<file path="src/rtl/vga_timing_pkg.sv">
// vga_timing_pkg: shared 640x480@60 raster constants, colour type and colour-bar helper.
// Used by the scan controller and by the pixel printer (which needs the column count).
package vga_timing_pkg;

  // Horizontal timing, pixels
  localparam int unsigned H_VIS   = 640;
  localparam int unsigned H_FP    = 16;
  localparam int unsigned H_SYNC  = 96;
  localparam int unsigned H_BP    = 48;
  localparam int unsigned H_TOTAL = H_VIS + H_FP + H_SYNC + H_BP;

  // Vertical timing, lines
  localparam int unsigned V_VIS   = 480;
  localparam int unsigned V_FP    = 10;
  localparam int unsigned V_SYNC  = 2;
  localparam int unsigned V_BP    = 33;
  localparam int unsigned V_TOTAL = V_VIS + V_FP + V_SYNC + V_BP;

  localparam int unsigned PIX_TOTAL = H_VIS * V_VIS;
  localparam int unsigned TICK_DIV  = 4;

  // Level driven on HS/VS while inside the sync pulse
  localparam logic SYNC_ACT = 1'b0;

  localparam int unsigned CNT_W  = 10;
  localparam int unsigned ADDR_W = 19;

  // Colour bars: eight equal columns across the visible line
  localparam int unsigned BAR_W = 80;
  localparam logic [7:0][11:0] BAR_RGB = {
    12'h000, 12'h00F, 12'hF00, 12'hF0F, 12'h0F0, 12'h0FF, 12'hFF0, 12'hFFF
  };

  typedef struct packed {
    logic [3:0] r;
    logic [3:0] g;
    logic [3:0] b;
  } rgb_t;

  // Bar colour for column h; threshold compares keep this free of a divider
  function automatic rgb_t test_bar(input logic [CNT_W-1:0] h);
    rgb_t c;
    c = rgb_t'(BAR_RGB[7]);
    for (int i = 6; i >= 0; i--) begin
      if (h < CNT_W'((i + 1) * BAR_W)) c = rgb_t'(BAR_RGB[i]);
    end
    return c;
  endfunction

endpackage

</file>
<file path="src/rtl/vga_scan_ctrl_if.sv">
// vga_scan_ctrl_if: printer address/colour and VGA connector signals of the scan controller.
// test_mode exists only when VGA_SCAN_CTRL_TESTPAT_EN is defined.
interface vga_scan_ctrl_if;
  import vga_timing_pkg::*;

  logic [ADDR_W-1:0] pix_addr;
  logic [3:0]        pix_R;
  logic [3:0]        pix_G;
  logic [3:0]        pix_B;
  logic [3:0]        vga_R;
  logic [3:0]        vga_G;
  logic [3:0]        vga_B;
  logic              vga_HS;
  logic              vga_VS;
  logic              frame_start;
`ifdef VGA_SCAN_CTRL_TESTPAT_EN
  logic              test_mode;

  modport master (
    output pix_addr, vga_R, vga_G, vga_B, vga_HS, vga_VS, frame_start,
    input  pix_R, pix_G, pix_B, test_mode
  );
  modport slave (
    input  pix_addr, vga_R, vga_G, vga_B, vga_HS, vga_VS, frame_start,
    output pix_R, pix_G, pix_B, test_mode
  );
`else
  modport master (
    output pix_addr, vga_R, vga_G, vga_B, vga_HS, vga_VS, frame_start,
    input  pix_R, pix_G, pix_B
  );
  modport slave (
    input  pix_addr, vga_R, vga_G, vga_B, vga_HS, vga_VS, frame_start,
    output pix_R, pix_G, pix_B
  );
`endif

endinterface

</file>
<file path="src/rtl/vga_pix_tick.sv">
// vga_pix_tick: divide-by-TickDiv clock enable; pix_tick is high on the last count.
module vga_pix_tick #(
  parameter int unsigned TickDiv = 4
) (
  input  logic CLK_100MHz,
  input  logic rst_n,
  output logic pix_tick
);

  localparam int unsigned W = (TickDiv > 1) ? $clog2(TickDiv) : 1;

  logic [W-1:0] div_q, div_d;

  // Free-running divider, wraps right after the tick
  always_comb begin
    pix_tick = (div_q == W'(TickDiv - 1));
    div_d    = pix_tick ? '0 : div_q + W'(1);
  end

  // Divider register
  always_ff @(posedge CLK_100MHz or negedge rst_n) begin
    if (!rst_n) div_q <= '0;
    else        div_q <= div_d;
  end

endmodule

</file>
<file path="src/rtl/vga_scan_ctrl.sv">
// vga_scan_ctrl: raster counters, linear printer address and registered VGA output stage.
// Define VGA_SCAN_CTRL_TESTPAT_EN to add test_mode and the colour-bar source.
module vga_scan_ctrl
  import vga_timing_pkg::*;
#(
  parameter int unsigned HVis  = H_VIS,
  parameter int unsigned HFp   = H_FP,
  parameter int unsigned HSync = H_SYNC,
  parameter int unsigned HBp   = H_BP,
  parameter int unsigned VVis  = V_VIS,
  parameter int unsigned VFp   = V_FP,
  parameter int unsigned VSync = V_SYNC,
  parameter int unsigned VBp   = V_BP
) (
  input logic             CLK_100MHz,
  input logic             rst_n,
  vga_scan_ctrl_if.master bus
);

  localparam int unsigned HTotal  = HVis + HFp + HSync + HBp;
  localparam int unsigned VTotal  = VVis + VFp + VSync + VBp;
  localparam int unsigned HSyncLo = HVis + HFp;
  localparam int unsigned HSyncHi = HSyncLo + HSync - 1;
  localparam int unsigned VSyncLo = VVis + VFp;
  localparam int unsigned VSyncHi = VSyncLo + VSync - 1;

  logic              pix_tick;
  logic [CNT_W-1:0]  h_q, h_d, h_nxt;
  logic [CNT_W-1:0]  v_q, v_d, v_nxt;
  logic [ADDR_W-1:0] addr_q, addr_d, addr_nxt;
  logic [ADDR_W-1:0] pix_addr_q, pix_addr_d;
  logic              h_end, v_end, vis_cur, vis_nxt;
  logic              h_sync, v_sync;
  rgb_t              src_rgb, rgb_q, rgb_d;
  logic              hs_q, hs_d, vs_q, vs_d;
  logic              frame_q, frame_d;

  vga_pix_tick #(
    .TickDiv(TICK_DIV)
  ) u_pix_tick (
    .CLK_100MHz(CLK_100MHz),
    .rst_n     (rst_n),
    .pix_tick  (pix_tick)
  );

  // Raster position and running address after the coming tick; addr counts visible pixels
  always_comb begin
    h_end   = (h_q == CNT_W'(HTotal - 1));
    v_end   = (v_q == CNT_W'(VTotal - 1));
    vis_cur = (h_q < CNT_W'(HVis)) && (v_q < CNT_W'(VVis));
    h_nxt   = h_end ? '0 : h_q + CNT_W'(1);
    v_nxt   = v_q;
    if (h_end) v_nxt = v_end ? '0 : v_q + CNT_W'(1);
    addr_nxt = addr_q;
    if (h_end && v_end) addr_nxt = '0;
    else if (vis_cur)   addr_nxt = addr_q + ADDR_W'(1);
    vis_nxt    = (h_nxt < CNT_W'(HVis)) && (v_nxt < CNT_W'(VVis));
    h_d        = pix_tick ? h_nxt : h_q;
    v_d        = pix_tick ? v_nxt : v_q;
    addr_d     = pix_tick ? addr_nxt : addr_q;
    pix_addr_d = pix_tick ? (vis_nxt ? addr_nxt : '0) : pix_addr_q;
  end

  // Colour for the pixel addressed during the tick now ending
  always_comb begin
    src_rgb = '{r: bus.pix_R, g: bus.pix_G, b: bus.pix_B};
`ifdef VGA_SCAN_CTRL_TESTPAT_EN
    if (bus.test_mode) src_rgb = test_bar(h_q);
`endif
  end

  // Output stage: colour and sync describe the same (previous) position
  always_comb begin
    h_sync = (h_q >= CNT_W'(HSyncLo)) && (h_q <= CNT_W'(HSyncHi));
    v_sync = (v_q >= CNT_W'(VSyncLo)) && (v_q <= CNT_W'(VSyncHi));
    rgb_d  = rgb_q;
    hs_d   = hs_q;
    vs_d   = vs_q;
    if (pix_tick) begin
      rgb_d = vis_cur ? src_rgb : '0;
      hs_d  = h_sync ? SYNC_ACT : ~SYNC_ACT;
      vs_d  = v_sync ? SYNC_ACT : ~SYNC_ACT;
    end
    frame_d = pix_tick && h_end && v_end;
  end

  // State and output registers
  always_ff @(posedge CLK_100MHz or negedge rst_n) begin
    if (!rst_n) begin
      h_q        <= '0;
      v_q        <= '0;
      addr_q     <= '0;
      pix_addr_q <= '0;
      rgb_q      <= '0;
      hs_q       <= ~SYNC_ACT;
      vs_q       <= ~SYNC_ACT;
      frame_q    <= 1'b0;
    end else begin
      h_q        <= h_d;
      v_q        <= v_d;
      addr_q     <= addr_d;
      pix_addr_q <= pix_addr_d;
      rgb_q      <= rgb_d;
      hs_q       <= hs_d;
      vs_q       <= vs_d;
      frame_q    <= frame_d;
    end
  end

  assign bus.pix_addr    = pix_addr_q;
  assign bus.vga_R       = rgb_q.r;
  assign bus.vga_G       = rgb_q.g;
  assign bus.vga_B       = rgb_q.b;
  assign bus.vga_HS      = hs_q;
  assign bus.vga_VS      = vs_q;
  assign bus.frame_start = frame_q;

endmodule

</file>
<file path="src/flat_wrapper.sv">
// flat-port wrapper written by rule: the top's interface ports become plain ports
module vga_scan_ctrl_flat import vga_timing_pkg::*;
#(
  parameter int unsigned HVis  = H_VIS,
  parameter int unsigned HFp   = H_FP,
  parameter int unsigned HSync = H_SYNC,
  parameter int unsigned HBp   = H_BP,
  parameter int unsigned VVis  = V_VIS,
  parameter int unsigned VFp   = V_FP,
  parameter int unsigned VSync = V_SYNC,
  parameter int unsigned VBp   = V_BP
)
  (CLK_100MHz, rst_n, bus_pix_addr, bus_vga_R, bus_vga_G, bus_vga_B, bus_vga_HS, bus_vga_VS, bus_frame_start, bus_pix_R, bus_pix_G, bus_pix_B);
  vga_scan_ctrl_if bus_i ();
  input logic CLK_100MHz;
  input logic rst_n;
  output wire logic [$bits(bus_i.pix_addr)-1:0] bus_pix_addr;
  output wire logic [$bits(bus_i.vga_R)-1:0] bus_vga_R;
  output wire logic [$bits(bus_i.vga_G)-1:0] bus_vga_G;
  output wire logic [$bits(bus_i.vga_B)-1:0] bus_vga_B;
  output wire logic [$bits(bus_i.vga_HS)-1:0] bus_vga_HS;
  output wire logic [$bits(bus_i.vga_VS)-1:0] bus_vga_VS;
  output wire logic [$bits(bus_i.frame_start)-1:0] bus_frame_start;
  input wire logic [$bits(bus_i.pix_R)-1:0] bus_pix_R;
  input wire logic [$bits(bus_i.pix_G)-1:0] bus_pix_G;
  input wire logic [$bits(bus_i.pix_B)-1:0] bus_pix_B;
  assign bus_pix_addr = bus_i.pix_addr;
  assign bus_vga_R = bus_i.vga_R;
  assign bus_vga_G = bus_i.vga_G;
  assign bus_vga_B = bus_i.vga_B;
  assign bus_vga_HS = bus_i.vga_HS;
  assign bus_vga_VS = bus_i.vga_VS;
  assign bus_frame_start = bus_i.frame_start;
  assign bus_i.pix_R = bus_pix_R;
  assign bus_i.pix_G = bus_pix_G;
  assign bus_i.pix_B = bus_pix_B;
  vga_scan_ctrl #(.HVis(HVis), .HFp(HFp), .HSync(HSync), .HBp(HBp), .VVis(VVis), .VFp(VFp), .VSync(VSync), .VBp(VBp)) u_core (.CLK_100MHz(CLK_100MHz), .rst_n(rst_n), .bus(bus_i));
endmodule
</file>
<file path="config.mk">
export PLATFORM = sky130hd
export DESIGN_NAME = vga_scan_ctrl_flat
export DESIGN_NICKNAME = d
export VERILOG_FILES = /design/src/rtl/vga_timing_pkg.sv /design/src/rtl/vga_scan_ctrl_if.sv /design/src/rtl/vga_pix_tick.sv /design/src/rtl/vga_scan_ctrl.sv /design/src/flat_wrapper.sv
export SDC_FILE = /design/constraint.sdc
export NUM_CORES = 1
export LEC_CHECK = 0
export CAP_MARGIN = 20
export CORE_MARGIN = 4
export CORE_UTILIZATION = 40
export DETAILED_ROUTE_END_ITERATION = 8
export HOLD_SLACK_MARGIN = 0.12
export PLACE_DENSITY = 0.66
export SETUP_SLACK_MARGIN = 0.1
export SLEW_MARGIN = 20
export SYNTH_ARGS = -nofsm -noshare
export SYNTH_HDL_FRONTEND = slang
export SYNTH_SLANG_ARGS = --single-unit
export TNS_END_PERCENT = 50
</file>
<file path="constraint.sdc">
create_clock -name CLK_100MHz -period 2.46 [get_ports CLK_100MHz]
set_input_delay 0.246 -clock CLK_100MHz [delete_from_list [all_inputs] [get_ports CLK_100MHz]]
set_output_delay 0.246 -clock CLK_100MHz [all_outputs]
set_load 0.01 [all_outputs]
</file>
==> impl_metrics.env, run 1 <==
export IMPL_outcome="finished clean"
export IMPL_synth_main_ff_cell="dfrtp_1"
export IMPL_worst_r2r_endpoint="u_core.bus.pix_addr[7]$_DFFE_PN0P_"
export IMPL_dp_slack_ps=89.27
export IMPL_hold_viol=0
export IMPL_syn_num_nets=442
export IMPL_path_clk_slew_ps=80
export IMPL_die_h_um=106.4
export IMPL_fp_dieW_um=106.4
export IMPL_post_route_min_period_ps=2305
export IMPL_numCtsBuffers=9
export IMPL_r2r_setup_slack_ps=160
export IMPL_core_area_sq_mm=0.009328
export IMPL_yosysTopAreaCellShare=0.4719
export IMPL_setup_viol=0
export IMPL_cts_tree="done"
export IMPL_path_cells="or4b_4 > nor3_4 > buf_6 > buf_4 > o21ai_1 > o21ai_2 > o31ai_4 > buf_12 > o32ai_2"
export IMPL_num_rows=35
export IMPL_max_freq_ghz=0.4339
export IMPL_synth_area_leader_cell="dfrtp_1"
export IMPL_async_flop_share=1.000
export IMPL_r2r_start="u_core.h_q[6]$_DFFE_PN0P_"
export IMPL_crit_path_top_delay_cell="or4b_4"
export IMPL_clock_sinks=75
export IMPL_max_vdd_ir_drop_uv=265.4
export IMPL_whs_ps=387.0
export IMPL_die_area_sq_mm=0.01132
export IMPL_ys_warn_count=0
export IMPL_cp_required_ps=2710
export IMPL_drt_initial_drc_count=107
export IMPL_cap_viol_max_count=0
export IMPL_dpl_cell_area_sq_mm=0.004608
export IMPL_worst_pin_slew_ps=522.7
export IMPL_netlist_instances=421
export IMPL_ios=48
export IMPL_cp_slowest_stage_delay_ps=590
export IMPL_ys_seq_elements=75
export IMPL_min_path_type="in2async"
export IMPL_drive_gt1_frac=0.1402
export IMPL_antenna_found_initial=0
export IMPL_wirelength_mm=8.595
export IMPL_fin_crit_sh=0.9369
export IMPL_grt_setup_unrepaired="yes"
export IMPL_cp_start_kind="flip-flop"
export IMPL_finalSetupTns_ps=0
export IMPL_drv_slew=0
export IMPL_viasPerCell=5.186
export IMPL_nets=502
export IMPL_drc=0
export IMPL_crit_type="reg2reg"
export IMPL_antenna_cells=0
export IMPL_first_global_vias=2976
export IMPL_synth_cell_types=50
export IMPL_rr_worst_depth=9
export IMPL_drt_wirelength_per_cell_um=14.00
export IMPL_crit_arrival_ps=2550
export IMPL_power_leakage_nw=1.994
export IMPL_finish_utilization=0.5225
export IMPL_syn_area_per_cell_sq_um=9.195
export IMPL_skew_ps=11.18
export IMPL_h_tree_depth=3
export IMPL_cp_max_fo=19
export IMPL_place_congestion=0.8455
export IMPL_fill_cells=879
export IMPL_grt_use_total=0.1533
export IMPL_grt_max_degree=43
export IMPL_p_per_area_mw_per_mm2=464.8
export IMPL_endpoint_kind="flip-flop"
export IMPL_relSlewSlack=0.6508
export IMPL_grt_overflow=0
export IMPL_dp_hpwl_mm=5.875
export IMPL_grt_pass1_wl_mm=14.09
export IMPL_netlist_area_sq_mm=0.003871
export IMPL_synth_enable_flop_cells=0
export IMPL_clk_path_buf_depth=2
export IMPL_syn2layout_area_growth_pct=25.89
export IMPL_clock_latency_ps=350
export IMPL_fin_area_sq_mm=0.004873
export IMPL_setup_slack_ps=155.1
export IMPL_start_util=0.4150
export IMPL_yosys_top_cells_area="dfrtp_1, o21ai_0, inv_1"
export IMPL_yosysSeqAreaShare=0.4855
export IMPL_via_count=3184
export IMPL_ant_nets=0
export IMPL_drtPass1Iterations=5
export IMPL_numPortBuffers=47
export IMPL_cts_root_buf="clkbuf_8"
==> state kept, by name (all words and copies together), names as in the netlist <==
register and count:
u_core.bus.vga_VS 1, u_core.bus.vga_G 4, u_core.addr_q 19, u_core.h_q 10
u_core.u_pix_tick.div_q 2, u_core.bus.vga_HS 1, u_core.bus.vga_R 4, u_core.v_q 10
u_core.bus.pix_addr 19, u_core.bus.vga_B 4, u_core.bus.frame_start 1
==> critical path: cells and delay by family, from the launching register on <==
family	cells	cell delay [ps]
simple gates	2	850
compound gates	4	540
buf+inv	3	440
flops	1	380
==> how the worst max path moves through the flow <==
stage / end / slack [ps] / start / depth (start not counted)
finish: u_core.bus.pix_addr[7]$_DFFE_PN0P_ / 160 / u_core.h_q[6]$_DFFE_PN0P_ / 9
global route: u_core.bus.pix_addr[2]$_DFFE_PN0P_ / 50 / u_core.h_q[6]$_DFFE_PN0P_ / 7
CTS: u_core.bus.pix_addr[0]$_DFFE_PN0P_ / 100 / u_core.h_q[6]$_DFFE_PN0P_ / 7
detailed placement: u_core.bus.pix_addr[0]$_DFFE_PN0P_ / 90 / u_core.h_q[6]$_DFFE_PN0P_ / 7
global placement: u_core.bus.pix_addr[4]$_DFFE_PN0P_ / 140 / u_core.h_q[6]$_DFFE_PN0P_ / 7
floorplan: u_core.bus.pix_addr[11]$_DFFE_PN0P_ / 50 / u_core.h_q[6]$_DFFE_PN0P_ / 8
==> layer usage <==
layer	up-vias	wire length, um	global-route usage
met5	-	0	0
met4	0	163	0.06290
met3	14	360	0.02975
met2	59	4049	0.2389
met1	1537	4022	0.2095
li1	1574	-	-
==> what timing repair did <==
action,4_1_cts,5_1_grt
gates resized for setup,1,9
buffers inserted,0,2
setup endpoints to repair,4,33
hold buffers,1,0
pin swaps,1,2
endpoints found under the hold margin,31,0
==> per-stage QoR <==
| stage | power (mW) | cells |
|---|---|---|
| 4_1_cts | 2.301 | 612 |
| 2_1_floorplan | 1.283 | 421 |
| 3_3_place_gp | 1.354 | 596 |
| 5_1_grt | 2.354 | 614 |
| 3_5_place_dp | 1.356 | 596 |
| 6_report | 2.265 | 614 |
==> synthesized netlist by cell type, drive strengths merged, types with 2 or more instances <==
cell type and n:
dfrtp 73, o21ai 58, inv 56, nand2 41, nand3 31, xnor2 20, nor2 19, clkbuf 17
o22ai 16, nand4 11, nor3 8, o31ai 8, ha 7, and3 6, buf 4, o32ai 4
a31oi 3, and2 3, and4 3, nor2b 3, o211ai 3, or3 3, a21o 2, a21oi 2
dfstp 2, o22a 2
==> cells in the final DEF (no fill, tap or decap), drive strengths merged, types with 4 or more instances in the layout <==
master and count:
and3 6, buf 23, ha 7, o31ai 8, clkbuf 9, o22ai 16, o21ai 58, nor2 19
inv 56, nand3 31, nand4 11, dfrtp 73, nor3 8, nand2 41, o32ai 4, xnor2 20
clkdlybuf4s50 46
==> layout make-up <==
type	instances	area (sq um)	area share
Clock inverter	6	67.56	0.01386
Multi-Input combinational cell	269	1747	0.3584
Sequential cell	75	1879	0.3856
Timing Repair Buffer	70	684.4	0.1404
Inverter	56	210.2	0.04313
Clock buffer	9	123.9	0.02542
Tap cell	129	161.4	0.03312
==> power breakdown <==
| group | internal [mW] | switching (mW) | total (mW) |
|---|---|---|---|
| logic | 0.0417 | 0.0410 | 0.0827 |
| clock network | 0.464 | 0.471 | 0.935 |
| registers | 1.24 | 0.00532 | 1.25 |
| total | 1.75 | 0.517 | 2.27 |
==> kinds of logic after synthesis <==
logic type	share of synthesized area
xor+xnor	0.04945
flops	0.4855
compound gates	0.1833
fa+ha+maj	0.02262
simple gates	0.1791
buf+inv	0.08015
Power figures use the tool's default switching activity.
==> run 2: changes to the inputs <==
--- a/config.mk
+++ b/config.mk
@@ -16,4 +16,4 @@
 export SYNTH_ARGS = -nofsm -noshare
 export SYNTH_HDL_FRONTEND = slang
 export SYNTH_SLANG_ARGS = --single-unit
-export TNS_END_PERCENT = 50
+export TNS_END_PERCENT = 10
==> impl_metrics.env, run 2 (synthesis gave the netlist of run 1 again) <==
export IMPL_first_global_vias=2976
export IMPL_nets=501
export IMPL_drt_initial_drc_count=119
export IMPL_p_per_area_mw_per_mm2=467.1
export IMPL_viasPerCell=5.148
export IMPL_finalSetupTns_ps=0
export IMPL_power_leakage_nw=1.989
export IMPL_p_int_mw=1.748
export IMPL_clock_latency_ps=350
export IMPL_r2r_setup_slack_ps=150
export IMPL_cpLargestDelayFamily="simple AND/OR/NAND/NOR gates"
export IMPL_clock_sinks=75
export IMPL_r2r_start="u_core.h_q[6]$_DFFE_PN0P_"
export IMPL_place_congestion=0.8455
export IMPL_fp_dieW_um=106.4
export IMPL_numCtsBuffers=9
export IMPL_dp_hpwl_mm=5.875
export IMPL_grt_setup_unrepaired="yes"
export IMPL_fill_cells=879
export IMPL_setup_slack_ps=147.2
export IMPL_worst_r2r_endpoint="u_core.bus.pix_addr[4]$_DFFE_PN0P_"
export IMPL_cp_required_ps=2710
export IMPL_max_vdd_ir_drop_uv=265.6
export IMPL_grt_max_degree=43
export IMPL_h_tree_depth=3
export IMPL_via_count=3156
export IMPL_ant_nets=0
export IMPL_p_seq_frac=0.550
export IMPL_switching_power_mw=0.5203
export IMPL_cap_viol_max_count=0
export IMPL_power_frac_comb=0.036
export IMPL_post_route_min_period_ps=2313
export IMPL_mostFrequentLayoutCells="dfrtp_1, inv_1, o21ai_0"
export IMPL_cp_max_fo=19
export IMPL_crit_path_top_delay_cell="or4b_4"
export IMPL_setup_viol=0
export IMPL_path_cells="or4b_4 > nor3_4 > buf_6 > buf_4 > o21ai_1 > o21ai_2 > o31ai_4 > buf_12 > o32ai_1"
export IMPL_wirelength_mm=8.522
export IMPL_rr_worst_depth=9
export IMPL_drive_gt1_frac=0.1343
export IMPL_relSlewSlack=0.6657
export IMPL_die_area_sq_mm=0.01132
export IMPL_numPortBuffers=47
export IMPL_crit_cells=9
export IMPL_p_clk_frac=0.414
export IMPL_cp_start_kind="flip-flop"
export IMPL_fin_crit_sh=0.9401
export IMPL_grt_overflow=0
export IMPL_dp_cells=596
export IMPL_worst_pin_slew_ps=500.5
export IMPL_crit_arrival_ps=2560
export IMPL_cp_slowest_stage_delay_ps=590
export IMPL_finish_utilization=0.5206
export IMPL_instances_no_fill=613
export IMPL_core_area_sq_mm=0.009328
export IMPL_path_clk_slew_ps=70
export IMPL_crit_path_end="u_core.bus.pix_addr[4]$_DFFE_PN0P_"
export IMPL_min_path_type="in2async"
export IMPL_drc=0
export IMPL_cts_root_buf="clkbuf_8"
export IMPL_ios=48
export IMPL_die_h_um=106.4
export IMPL_switching_share=0.2294
export IMPL_num_rows=35
export IMPL_worstSetupStartpoint="u_core.h_q[6]$_DFFE_PN0P_"
export IMPL_grt_use_total=0.1533
export IMPL_whs_ps=385.4
export IMPL_skew_ps=11.86
export IMPL_drtPass1Iterations=5
export IMPL_syn2layout_area_growth_pct=25.44
export IMPL_crit_type="reg2reg"
export IMPL_clk_path_buf_depth=2
export IMPL_grt_pass1_wl_mm=14.09
export IMPL_drv_slew=0
export IMPL_cts_tree="done"
export IMPL_hold_viol=0
export IMPL_max_freq_ghz=0.4324
export IMPL_start_util=0.4150
export IMPL_antenna_cells=0
export IMPL_endpoint_kind="flip-flop"
export IMPL_outcome="finished clean"
export IMPL_dp_slack_ps=89.27
export IMPL_drt_wirelength_per_cell_um=13.90
export IMPL_cp_num_buf_inv=3
export IMPL_antenna_found_initial=0
export IMPL_layout_commonest_cell="dfrtp_1"
run 2: changes by cell type in the layout (fill, tap and decap cells not counted):
cell,delta
o32ai_1,+1
buf_4,-1
nor2_2,-1
o32ai_2,-1
nor2_1,+1
run 2: routing by layer:
layer / routed length (um) / up-vias / global-route usage
met2: 3998 / 60 / 0.2389
met1: 4023 / 1512 / 0.2095
met5: 0 / - / 0
met3: 344 / 12 / 0.02975
li1: - / 1572 / -
met4: 155 / 0 / 0.06290
run 2: worst min-delay path by stage:
stage                                               to  slack [ps]  cells after the start
after floorplan           u_core.addr_q[0]$_DFFE_PN0P_         -50                      0
after global placement       u_core.v_q[2]$_DFFE_PN0P_         230                      1
after detailed placement     u_core.v_q[2]$_DFFE_PN0P_         230                      1
after CTS                    u_core.v_q[2]$_DFFE_PN0P_         380                      2
after global routing         u_core.v_q[2]$_DFFE_PN0P_         430                      2
final                        u_core.v_q[2]$_DFFE_PN0P_         390                      2
run 2: through the flow:
stage	cell area (sq um)	total power [mW]
CTS	4815	2.301
global route	4856	2.354
finish	4856	2.268
detailed placement	4608	1.356
floorplan	3889	1.283
global placement	4608	1.354
run 2: cell type report:
type | instances | area (sq um) | share of cell area
flip-flops and latches | 75 | 1879 | 0.3870
well taps | 129 | 161.4 | 0.03324
clock buffers | 9 | 123.9 | 0.02551
inverters | 56 | 210.2 | 0.04329
multi-input cells | 269 | 1737 | 0.3576
repair buffers | 69 | 676.9 | 0.1394
clock inverters | 6 | 67.56 | 0.01391
run 2: power by group through the flow:
stage               Combinational [mW]  Sequential (mW)  Clock [mW]
floorplan                      0.00627             1.28           0
global placement                0.0831             1.27           0
detailed placement              0.0849             1.27           0
CTS                             0.0861             1.25       0.968
global route                    0.0926             1.25        1.01
finish                          0.0827             1.25       0.938
run 2: timing repair:
action / CTS / global route
pin swaps: 1 / 2
gates resized for setup: 1 / 7
endpoints found under the setup margin: 4 / 33
hold endpoints to repair: 31 / 0
buffers inserted: 0 / 1
hold buffers: 1 / 0
==> run 3: changes to the inputs <==
--- a/config.mk
+++ b/config.mk
@@ -9,6 +9,7 @@
 export CORE_MARGIN = 4
 export CORE_UTILIZATION = 40
 export DETAILED_ROUTE_END_ITERATION = 8
+export GPL_ROUTABILITY_DRIVEN = 0
 export HOLD_SLACK_MARGIN = 0.12
 export PLACE_DENSITY = 0.66
 export SETUP_SLACK_MARGIN = 0.1
==> results of run 3 <==
Same layout as run 2: the final DEF is identical, and so are final timing and power.
